### src/rtl/npu_pkg.sv
// npu_pkg: definitions shared by the NPU front-end blocks.
//   pixel_packer_state_t : FSM states of pixel_packer (IDLE, CLEAR, COLLECT, DONE)
//   NPU_LANES            : number of pixel lanes in one input-buffer word
package npu_pkg;

  typedef enum logic [1:0] {
    IDLE    = 2'd0,
    CLEAR   = 2'd1,
    COLLECT = 2'd2,
    DONE    = 2'd3
  } pixel_packer_state_t;

  localparam int NPU_LANES = 4;

endpackage

### src/rtl/pixel_packer.sv
// pixel_packer: packs a byte-serial MNIST pixel stream into 4-lane words for
// the NPU input buffer.
//
// Ports
//   CLKEXT      in   sole clock, rising edge
//   RSTN        in   synchronous active-low reset
//   START       in   begin a frame (only honoured in IDLE)
//   PIX_IN      in   pixel value, DATA_W bits
//   PIX_VALID   in   PIX_IN is valid
//   PIX_READY   out  packer accepts a pixel (high only in COLLECT)
//   DA..DD      out  packed lanes, first pixel of the word on DA
//   EN_BUF_IN   out  one-cycle strobe, DA..DD valid this cycle
//   CLR_BUF_IN  out  one-cycle clear of the input buffer at frame start
//   BUSY        out  high in every state but IDLE
//   FRAME_DONE  out  one-cycle pulse together with the last word's strobe
//   state_dbg   out  current FSM state encoding (pixel_packer_state_t)
//
// Handshake: a pixel transfers at a rising edge where PIX_VALID and PIX_READY
// are both high; PIX_READY never depends on PIX_VALID.
module pixel_packer
  import npu_pkg::*;
#(
  parameter int IMG_PIXELS = 784,
  parameter int DATA_W     = 8
) (
  input  logic              CLKEXT,
  input  logic              RSTN,
  input  logic              START,
  input  logic [DATA_W-1:0] PIX_IN,
  input  logic              PIX_VALID,
  output logic              PIX_READY,
  output logic [DATA_W-1:0] DA,
  output logic [DATA_W-1:0] DB,
  output logic [DATA_W-1:0] DC,
  output logic [DATA_W-1:0] DD,
  output logic              EN_BUF_IN,
  output logic              CLR_BUF_IN,
  output logic              BUSY,
  output logic              FRAME_DONE,
  output logic [1:0]        state_dbg
);

  localparam int CNT_W = $clog2(IMG_PIXELS + 1);
  localparam logic [CNT_W-1:0] LAST_IDX = CNT_W'(IMG_PIXELS - 1);

  pixel_packer_state_t state;
  pixel_packer_state_t state_nxt;

  logic [CNT_W-1:0]  pix_cnt;
  logic [1:0]        lane_idx;
  logic [DATA_W-1:0] asm_lane  [NPU_LANES];
  logic [DATA_W-1:0] emit_lane [NPU_LANES];

  logic xfer;
  logic last_pix;
  logic word_done;

  assign PIX_READY = (state == COLLECT);
  assign BUSY      = (state != IDLE);
  assign state_dbg = state;

  assign xfer      = PIX_READY & PIX_VALID;
  assign last_pix  = xfer & (pix_cnt == LAST_IDX);
  assign word_done = xfer & ((lane_idx == 2'd3) | last_pix);

  // The assembly register is cleared at frame start and after every emitted
  // word, so slots above lane_idx already hold zero; only the slot being
  // written this cycle needs to be merged in.
  always_comb begin
    for (int s = 0; s < NPU_LANES; s++) begin
      emit_lane[s] = asm_lane[s];
      if (lane_idx == 2'(s)) begin
        emit_lane[s] = PIX_IN;
      end
    end
  end

  always_comb begin
    state_nxt = state;
    case (state)
      IDLE:    if (START) state_nxt = CLEAR;
      CLEAR:   state_nxt = COLLECT;
      COLLECT: if (last_pix) state_nxt = DONE;
      DONE:    state_nxt = IDLE;
      default: state_nxt = IDLE;
    endcase
  end

  always_ff @(posedge CLKEXT) begin
    if (!RSTN) begin
      state      <= IDLE;
      pix_cnt    <= '0;
      lane_idx   <= '0;
      DA         <= '0;
      DB         <= '0;
      DC         <= '0;
      DD         <= '0;
      EN_BUF_IN  <= 1'b0;
      CLR_BUF_IN <= 1'b0;
      FRAME_DONE <= 1'b0;
      for (int s = 0; s < NPU_LANES; s++) begin
        asm_lane[s] <= '0;
      end
    end else begin
      state      <= state_nxt;
      EN_BUF_IN  <= word_done;
      CLR_BUF_IN <= (state == IDLE) & START;
      FRAME_DONE <= last_pix;

      if (state == CLEAR) begin
        pix_cnt  <= '0;
        lane_idx <= '0;
        for (int s = 0; s < NPU_LANES; s++) begin
          asm_lane[s] <= '0;
        end
      end else if (xfer) begin
        pix_cnt  <= pix_cnt + CNT_W'(1);
        lane_idx <= lane_idx + 2'd1;
        if (word_done) begin
          DA <= emit_lane[0];
          DB <= emit_lane[1];
          DC <= emit_lane[2];
          DD <= emit_lane[3];
          for (int s = 0; s < NPU_LANES; s++) begin
            asm_lane[s] <= '0;
          end
        end else begin
          asm_lane[lane_idx] <= PIX_IN;
        end
      end
    end
  end

endmodule

### config.mk
export PLATFORM = sky130hd
export DESIGN_NAME = pixel_packer
export DESIGN_NICKNAME = d
export VERILOG_FILES = /design/src/rtl/npu_pkg.sv /design/src/rtl/pixel_packer.sv
export SDC_FILE = /design/constraint.sdc
export NUM_CORES = 1
export LEC_CHECK = 0
export ABC_AREA = 1
export BUFFER_PORTS_ARGS = -buffer_cell sky130_fd_sc_hd__buf_2
export CAP_MARGIN = 10
export CELL_PAD_IN_SITES_DETAIL_PLACEMENT = 1
export CELL_PAD_IN_SITES_GLOBAL_PLACEMENT = 1
export CORE_MARGIN = 3
export CORE_UTILIZATION = 43
export CTS_CLUSTER_DIAMETER = 200
export DETAILED_ROUTE_END_ITERATION = 8
export GPL_TIMING_DRIVEN = 0
export HOLD_SLACK_MARGIN = 0.1
export PLACE_DENSITY_LB_ADDON = 0.1
export SYNTH_ARGS = -nofsm -noshare
export SYNTH_HDL_FRONTEND = slang
export SYNTH_SLANG_ARGS = --single-unit
export TNS_END_PERCENT = 10
### constraint.sdc
create_clock -name CLKEXT -period 2.6 [get_ports CLKEXT]
set_input_delay 0.26 -clock CLKEXT [delete_from_list [all_inputs] [get_ports CLKEXT]]
set_output_delay 0.26 -clock CLKEXT [all_outputs]
set_load 0.02 [all_outputs]
Word-level counts from Yosys, hierarchy flattened
Memory sizes are Yosys's and may differ from the RTL's. Index checks and enable logic that the tools add are counted.

Flip-flop bits (word level): 49. Memory bits (writable): 32. Input bits: 12. Output and inout port bits: 39. Logic and storage cells: 76. Memories kept: 1.

$add $sub $neg: 2. Eq/ne operators: 9. Mux-type cells: 32. Bitwise operators: 15. Reduce and logical (&&, ||, !) cells: 7.

Memory list: asm_lane (depth 4, bits a word 8, read ports 4, clocked after memory_dff 0, write ports 4, line pixel_packer.sv:51) `logic [DATA_W-1:0] asm_lane [NPU_LANES];`.

Operator list (number): two-way mux 8 bit (13); two-way mux 1 bit (15); adder 10 x 1 -> 10 bit, second input constant (1); equality test 10 bit, second input constant (1); OR 1 bit (9); equality test 2 bit, second input constant (4); case mux 2 bit (4 select lines) (1); OR reduction 8 bit (1); two-way mux 2 bit (3); AND 1 bit (4); equality test 2 x 1 -> 1 bit, second input constant (2); logical NOT 2 bit (2); AND reduction 3 bit (1); adder 2 x 1 -> 2 bit, second input constant (1); != test 2 x 1 -> 1 bit, second input constant (1); != test 2 bit, second input constant (1); NOT 1 bit (2); AND reduction 2 bit (1); nonzero test 2 bit (1); OR reduction 2 bit (1).

Longest topological paths before layout
Gate-level depths: netlist (run 1).

Word-level depth: 12. Depth in mapped cells: 11. Mapped depth without buffers: 9.

Worst setup path before layout (run 1)
OpenSTA, ideal clock, no wires.

Path kind: reg-to-reg. Start: reg state[0], in the netlist state_dbg[0]. End: mem asm_lane[2][0] (enable). Setup time: 0.329 ns. Data arrival time: 1.927 ns. Required time: 2.271 ns. Path slack: 0.344 ns. Stages on the path, launching flop included: 11. Path buffers: 1. Clock period less this slack: 2.256 ns. Cells stage by stage: dfxtp_1 -> inv_1 -> ha_1 -> nand3_1 -> nor2_2 -> nand3_2 -> nand2_1 -> inv_1 -> buf_2 -> nand4_4 -> nand2_1.

RTL lines: start, declared (line pixel_packer.sv:46) `pixel_packer_state_t state;`; start signal, assigned (line pixel_packer.sv:105) `state <= state_nxt;`; end, declared (line pixel_packer.sv:51).

==> results of run 1 <==
==> repair_timing <==
action / CTS / global route
resized for setup: 0 / 3
setup endpoints to repair: 0 / 16
hold buffers: 0 / 0
==> tightest hold or removal path, stage by stage <==
cell and delay (ns):
buf_2 0.09, inv_1 0.06, nor3_1 0.04
==> routing by layer <==
| metal | routed length [um] | GRT usage [%] |
|---|---|---|
| met3 | 401 | 4.38 |
| met4 | 216 | 7.46 |
| met1 | 4460 | 26.6 |
| met2 | 4540 | 34.4 |
| met5 | 0 | 0 |
==> final cells by class <==
class	instances	area, um2	area share [%]
sequential	81	1940	44.5
multi-input combinational	296	1600	36.6
timing repair buffer	49	245	5.62
buffer	25	154	3.53
tap	105	131	3.01
clock buffer	9	124	2.84
inverter	31	116	2.67
clock inverter	7	52.6	1.20
==> kinds of logic (layout without fill, tap and decap cells) <==
family,Yosys count,count (layout),share of synthesized area (%)
multiplexers,32,32,8.42
buffers and inverters,56,121,7.10
AO/OA/AOI/OAI,50,50,6.64
AND/OR/NAND/NOR,205,205,23.9
XOR/XNOR,1,1,0.230
flip-flops,81,81,51.1
adder cells (fa/ha/maj),8,8,2.63
==> through the flow <==
step / std cells / hold WS, ns
3_3_place_gp: 587 / 0.455
2_1_floorplan: 433 / 0.393
5_1_grt: 603 / 0.158
4_1_cts: 603 / 0.137
3_5_place_dp: 587 / 0.468
6_report: 603 / 0.146
==> power by group through the flow <==
stage	clock (mW)	sequential (mW)	combinational, mW
5_1_grt	0.932	1.57	0.762
3_5_place_dp	0	1.59	0.679
4_1_cts	0.876	1.56	0.686
6_report	0.857	1.56	0.683
2_1_floorplan	0	1.58	0.468
3_3_place_gp	0	1.57	0.655
==> cell usage after synthesis (all sizes together) <==
master   n
nor2    81
nand2   66
dfxtp   49
nand3   46
a21oi   42
edfxtp  32
mux2i   32
inv     30
buf     18
ha       8
clkbuf   7
o21ai    7
nand4    6
nor3     4
a211oi   1
clkinv   1
nand3b   1
or2      1
xor2     1
==> registers in the layout, summed over array words and instances (netlist names) <==
register    count
lane_idx        2
CLR_BUF_IN      1
DC              8
pix_cnt        10
DD              8
DB              8
asm_lane       32
EN_BUF_IN       1
state_dbg       2
FRAME_DONE      1
DA              8
==> worst max-delay path by stage <==
stage	start	depth (start not counted)	slack [ns]	endpoint
2_1_floorplan	state_dbg[0]	10	0.34	asm_lane[2][0]
3_3_place_gp	state_dbg[0]	10	0.15	asm_lane[2][3]
3_5_place_dp	state_dbg[0]	10	0.13	asm_lane[2][1]
4_1_cts	state_dbg[0]	10	0.08	asm_lane[2][1]
5_1_grt	state_dbg[0]	10	0.03	asm_lane[2][5]
6_report	state_dbg[0]	10	0.24	asm_lane[2][1]
==> layout by cell type, fill, tap and decap left out, types with 3 or more instances in the layout <==
master	instances
nor2_1	78
nand2_1	62
buf_2	54
dfxtp_1	49
nand3_1	45
a21oi_1	42
mux2i_1	32
edfxtp_1	32
inv_1	29
clkbuf_8	9
ha_1	8
o21ai_0	7
clkbuf_1	6
buf_6	5
nand2_2	4
buf_4	4
buf_1	4
nor3_1	4
nand4_1	3
inv_6	3
==> reports/metrics.cfg, run 1 <==
[cts]
clkSlewWorstSetupHoldPaths_ns = 0.09
insertion_delay_ns = 0.36
clock-sinks = 81
cts_made_buffers = 9
postCtsSetupBuffers = 0
cts_tree = yes
cts_buffer_depth = 2
cts_htree_levels = 3
cts-root-buf = clkbuf_8

[min_path]
worstHoldStart = START
hold_class = in -> reg
hold_path_end = CLR_BUF_IN
holdPathStages = 3

[power]
intPower_mw = 2.07
ir_drop_v = 0.000428
pwr-share-clk_pct = 27.7
p_sw_share_pct = 33.2
power_density_mw_per_mm2 = 710
pwr-share-seq_pct = 50.3
comb_power_share_pct = 22.1
leakage_nw = 1.91
p_total_mw = 3.10
power.switching_mw = 1.03

[grt]
gr-total-overflow = 0
track_usage_pct = 20.7
antenna_found_initial = 0
grt_pass1_wl_um = 16400
first_global_vias = 3237
grt_max_degree = 16

[die]
die_area_mm2 = 0.0100
start_util_pct = 45.4
core_area_mm2 = 0.00838
die_h_um = 100
chipWidth_um = 100
io_pins = 51
core.rowCount = 33

[sta]
worst_pin_slew_ns = 0.679
fin_crit_sh_pct = 90.9
rsz0062_at_grt = no
hold_viol_final = 0
setup_tns_ns = 0
fin_worst_skew_ns = 0.0162
maxSlewHeadroom_pct = 54.8
fmax_mhz = 423
slew_violations = 0
setup_viol = 0
min_period_ns = 2.36
fin_ws_ns = 0.237

[yosys]
synthCells = 433
synth_top_area_share_pct = 25.8
ys.warnings.count = 0
syn_nets = 453
syn_area_mm2 = 0.00380
syn_area_per_cell_um2 = 8.78
yosysUniqueCellTypes = 30
ys_seq_area_share_pct = 51.1
yosys-top-cells-area = dfxtp_1, edfxtp_1, mux2i_1
synth-seq-cells = 81
yosysTopAreaCell = dfxtp_1

[setup_path]
r2r-start = state_dbg[0]
cp_max_fo = 10
endpoint_kind = flip-flop
crit_type = reg -> reg
path_cells = inv_1 > ha_1 > nand3_1 > nor2_2 > nand3_2 > nand2_1 > inv_1 > buf_2 > nand4_4 > nand2_2
crit_arrival_ns = 2.41
slowest_stage = dfxtp_1
r2r_end = asm_lane[2][1]
start_kind = flip-flop
r2r_slack_ns = 0.24
r2r_cells = 10
critPathBufInv = 3
required_ns = 2.65
critPathTopFamily = simple AND/OR/NAND/NOR gates
critPathMostFrequentCell = inv_1
cpPeakStageDelay_ns = 0.36

[route]
ant_nets = 0
first_pass_iters = 4
post_drt_via_cell_ratio = 5.19
post-route-drc-count = 0
drtIter0Drc = 123
wl_per_cell_um = 15.9
num_vias = 3131
drt_wl_total_um = 9610

[cells_and_area]
layout-drive-gt1-share_pct = 18.5
fin_area_mm2 = 0.00436
nets = 513
final_core_util_pct = 52.1
n_antenna_cell = 0
area_growth_pct = 14.7
fillers = 1019

[place]
place_area_mm2 = 0.00418
post-dp-hpwl_um = 7140
pre_cts_ws_ns = 0.125
port_buffers = 49
gp_congestion = 0.765

[run]
cap_violations = 0

[run_status]
status = completed

(Power assumes the default switching activity.)
==> run 2: changes to the inputs <==
--- a/config.mk
+++ b/config.mk
@@ -6,12 +6,13 @@
 export NUM_CORES = 1
 export LEC_CHECK = 0
 export ABC_AREA = 1
-export BUFFER_PORTS_ARGS = -buffer_cell sky130_fd_sc_hd__buf_2
+export BUFFER_PORTS_ARGS = -buffer_cell sky130_fd_sc_hd__clkbuf_2
 export CAP_MARGIN = 10
 export CELL_PAD_IN_SITES_DETAIL_PLACEMENT = 1
 export CELL_PAD_IN_SITES_GLOBAL_PLACEMENT = 1
 export CORE_MARGIN = 3
-export CORE_UTILIZATION = 43
+export CORE_UTILIZATION = 39
+export CTS_BUF_LIST = sky130_fd_sc_hd__clkbuf_16
 export CTS_CLUSTER_DIAMETER = 200
 export DETAILED_ROUTE_END_ITERATION = 8
 export GPL_TIMING_DRIVEN = 0
==> constraint.sdc (replaced) <==
create_clock -name CLKEXT -period 2 [get_ports CLKEXT]
set_input_delay 0.2 -clock CLKEXT [delete_from_list [all_inputs] [get_ports CLKEXT]]
set_output_delay 0.2 -clock CLKEXT [all_outputs]
set_load 0.02 [all_outputs]
==> reports/metrics.cfg, run 2 (same netlist as run 1, synthesis figures left out) <==
[run_status]
status = completed

[cells_and_area]
final_core_util_pct = 50.2  ; -1.8 points
largest_register_ffs = 32  ; unchanged
finalNonFillerCells = 636  ; +5.5%
final_cell_mix = nor2_1, nand2_1, clkbuf_2
layout-drive-gt1-share_pct = 22.9  ; +4.4 points
n_antenna_cell = 0  ; unchanged
area_growth_pct = 23.8
top_regs = asm_lane (32), pix_cnt (10)
nets = 522  ; +1.8%
fillers = 1144  ; +12%
final_common_cell = nor2_1
regMostFlops = asm_lane

[setup_path]
start_kind = flip-flop
crit_arrival_ns = 2.08  ; -0.33 ns
endpoint_kind = flip-flop
r2r_cells = 8  ; -2
crit_start = lane_idx[1]
path_cells = ha_2 > inv_1 > nand2_4 > inv_4 > buf_8 > nand4_4 > buf_4 > nor2_1
required_ns = 2.08  ; -0.57 ns
r2r-start = lane_idx[1]
cp_max_fo = 11  ; +1
slowest_stage = dfxtp_1
crit_type = reg -> reg
cpPeakStageDelay_ns = 0.48  ; +0.12 ns

[grt]
antenna_found_initial = 0  ; unchanged
track_usage_pct = 19.0  ; -1.7 points
gr-total-overflow = 0  ; unchanged
grt_pass1_wl_um = 16600  ; +1.5%
grt_max_degree = 16  ; unchanged
first_global_vias = 3213  ; -0.74%

[route]
wl_per_cell_um = 16.1  ; +0.89%
drt_wl_total_um = 10200  ; +6.4%
post_drt_via_cell_ratio = 4.97  ; -4.3%
post-route-drc-count = 0  ; unchanged
num_vias = 3159  ; +0.89%
ant_nets = 0  ; unchanged
first_pass_iters = 4  ; unchanged
drtIter0Drc = 97  ; -21%

[sta]
rsz0062_at_grt = yes
slew_violations = 0  ; unchanged
setup_viol = 0  ; unchanged
fmax_mhz = 500  ; +18%
hold_viol_final = 0  ; unchanged
hold_ws_ns = 0.171  ; +0.0256 ns
worst_pin_slew_ns = 0.688  ; +0.00981 ns
maxSlewHeadroom_pct = 54.1  ; -0.65 points
fin_worst_skew_ns = 0.00986  ; -0.00639 ns
min_period_ns = 2.00  ; -0.365 ns
fin_crit_sh_pct = 99.9  ; +9.0 points

[power]
p_total_mw = 4.59  ; +48%
ir_drop_v = 0.000467  ; +9.0%
power_density_mw_per_mm2 = 975  ; +37%
leakage_nw = 1.95  ; +2.1%

[place]
dp_cells = 611  ; +4.1%
gp_congestion = 0.752  ; -1.6%
post-dp-hpwl_um = 7200  ; +0.88%
port_buffers = 49  ; unchanged

[min_path]
worstHoldStart = RSTN
holdPathStages = 3  ; unchanged
hold_class = in -> reg

[cts]
cts_made_buffers = 9  ; unchanged
clock-sinks = 81  ; unchanged
cts_buffer_depth = 2  ; unchanged
insertion_delay_ns = 0.34  ; -0.02 ns
cts-root-buf = clkbuf_16
clkSlewWorstSetupHoldPaths_ns = 0.07  ; -0.02 ns
cts_htree_levels = 3  ; unchanged
cts_tree = yes

[die]
io_pins = 51  ; unchanged
chipWidth_um = 105  ; +4.7%
die_h_um = 105  ; +4.7%
start_util_pct = 40.6  ; -4.8 points
core.rowCount = 35  ; +6.1%
core_area_mm2 = 0.00937  ; +12%
die_area_mm2 = 0.0110  ; +9.6%

[run]
cap_violations = 0  ; unchanged

==> run 2: changes by cell type in the layout (fill, tap and decap cells not counted), moves of 4 or more <==
cell,delta
clkbuf_8,-9
buf_2,-51
ha_1,-4
clkbuf_2,+49
clkbuf_16,+9
buf_4,+8
==> run 2: per-layer routing <==
layer  track usage, %  vias to the layer above  part of all wire, %
li1                 -                     1581                    -
met3             3.77                       19                  4.7
met2             31.6                       71                   48
met1             24.4                     1488                   46
met5                0                        -                    0
met4             6.84                        0                  1.9
==> run 2: path summary, 6_finish.rpt <==
kind	endpoint	slack, ns
setup / recovery	asm_lane[2][2]	0.001
hold / removal	state_dbg[0]	0.17
setup reg to reg	asm_lane[2][2]	0.001
hold reg to reg	DB[6]	0.48
==> run 2: metrics by stage <==
stage,setup TNS [ns],setup slack [ns],instance area (um2)
floorplan,0,0.0392,3820
global route,-1.91,-0.0979,4710
global placement,-7.50,-0.334,4230
detailed placement,-11.02,-0.405,4230
CTS,-0.659,-0.0601,4590
finish,0,0.00114,4710
==> run 2: power breakdown <==
group / internal [mW] / switching [mW]
registers: 1.95 / 0.0941
logic: 0.342 / 0.650
clock network: 0.850 / 0.707
==> run 2: final cells by class <==
cell class / count / area (um2) / area share (%)
Buffer: 23 / 170 / 3.61
Timing Repair Buffer: 59 / 323 / 6.86
Clock buffer: 9 / 225 / 4.78
Clock inverter: 7 / 51.3 / 1.09
Multi-Input combinational cell: 297 / 1710 / 36.2
Inverter: 31 / 123 / 2.60
Sequential cell: 81 / 1950 / 41.4
Tap cell: 129 / 161 / 3.43
==> run 2: critical path: cells and delay by family, from the launching register on <==
family,cells,cell delay [ns]
and+or+nand+nor,3,0.33
DFF,1,0.48
adders and majority gates,1,0.43
buffers and inverters,4,0.51
==> run 2: repair_timing <==
action / CTS / global route
hold buffers: 1 / 0
hold endpoints to repair: 1 / 0
buffers inserted: 2 / 7
gates resized for setup: 15 / 18
pin swaps: 3 / 5
endpoints found under the setup margin: 68 / 68
gates cloned: 1 / 0
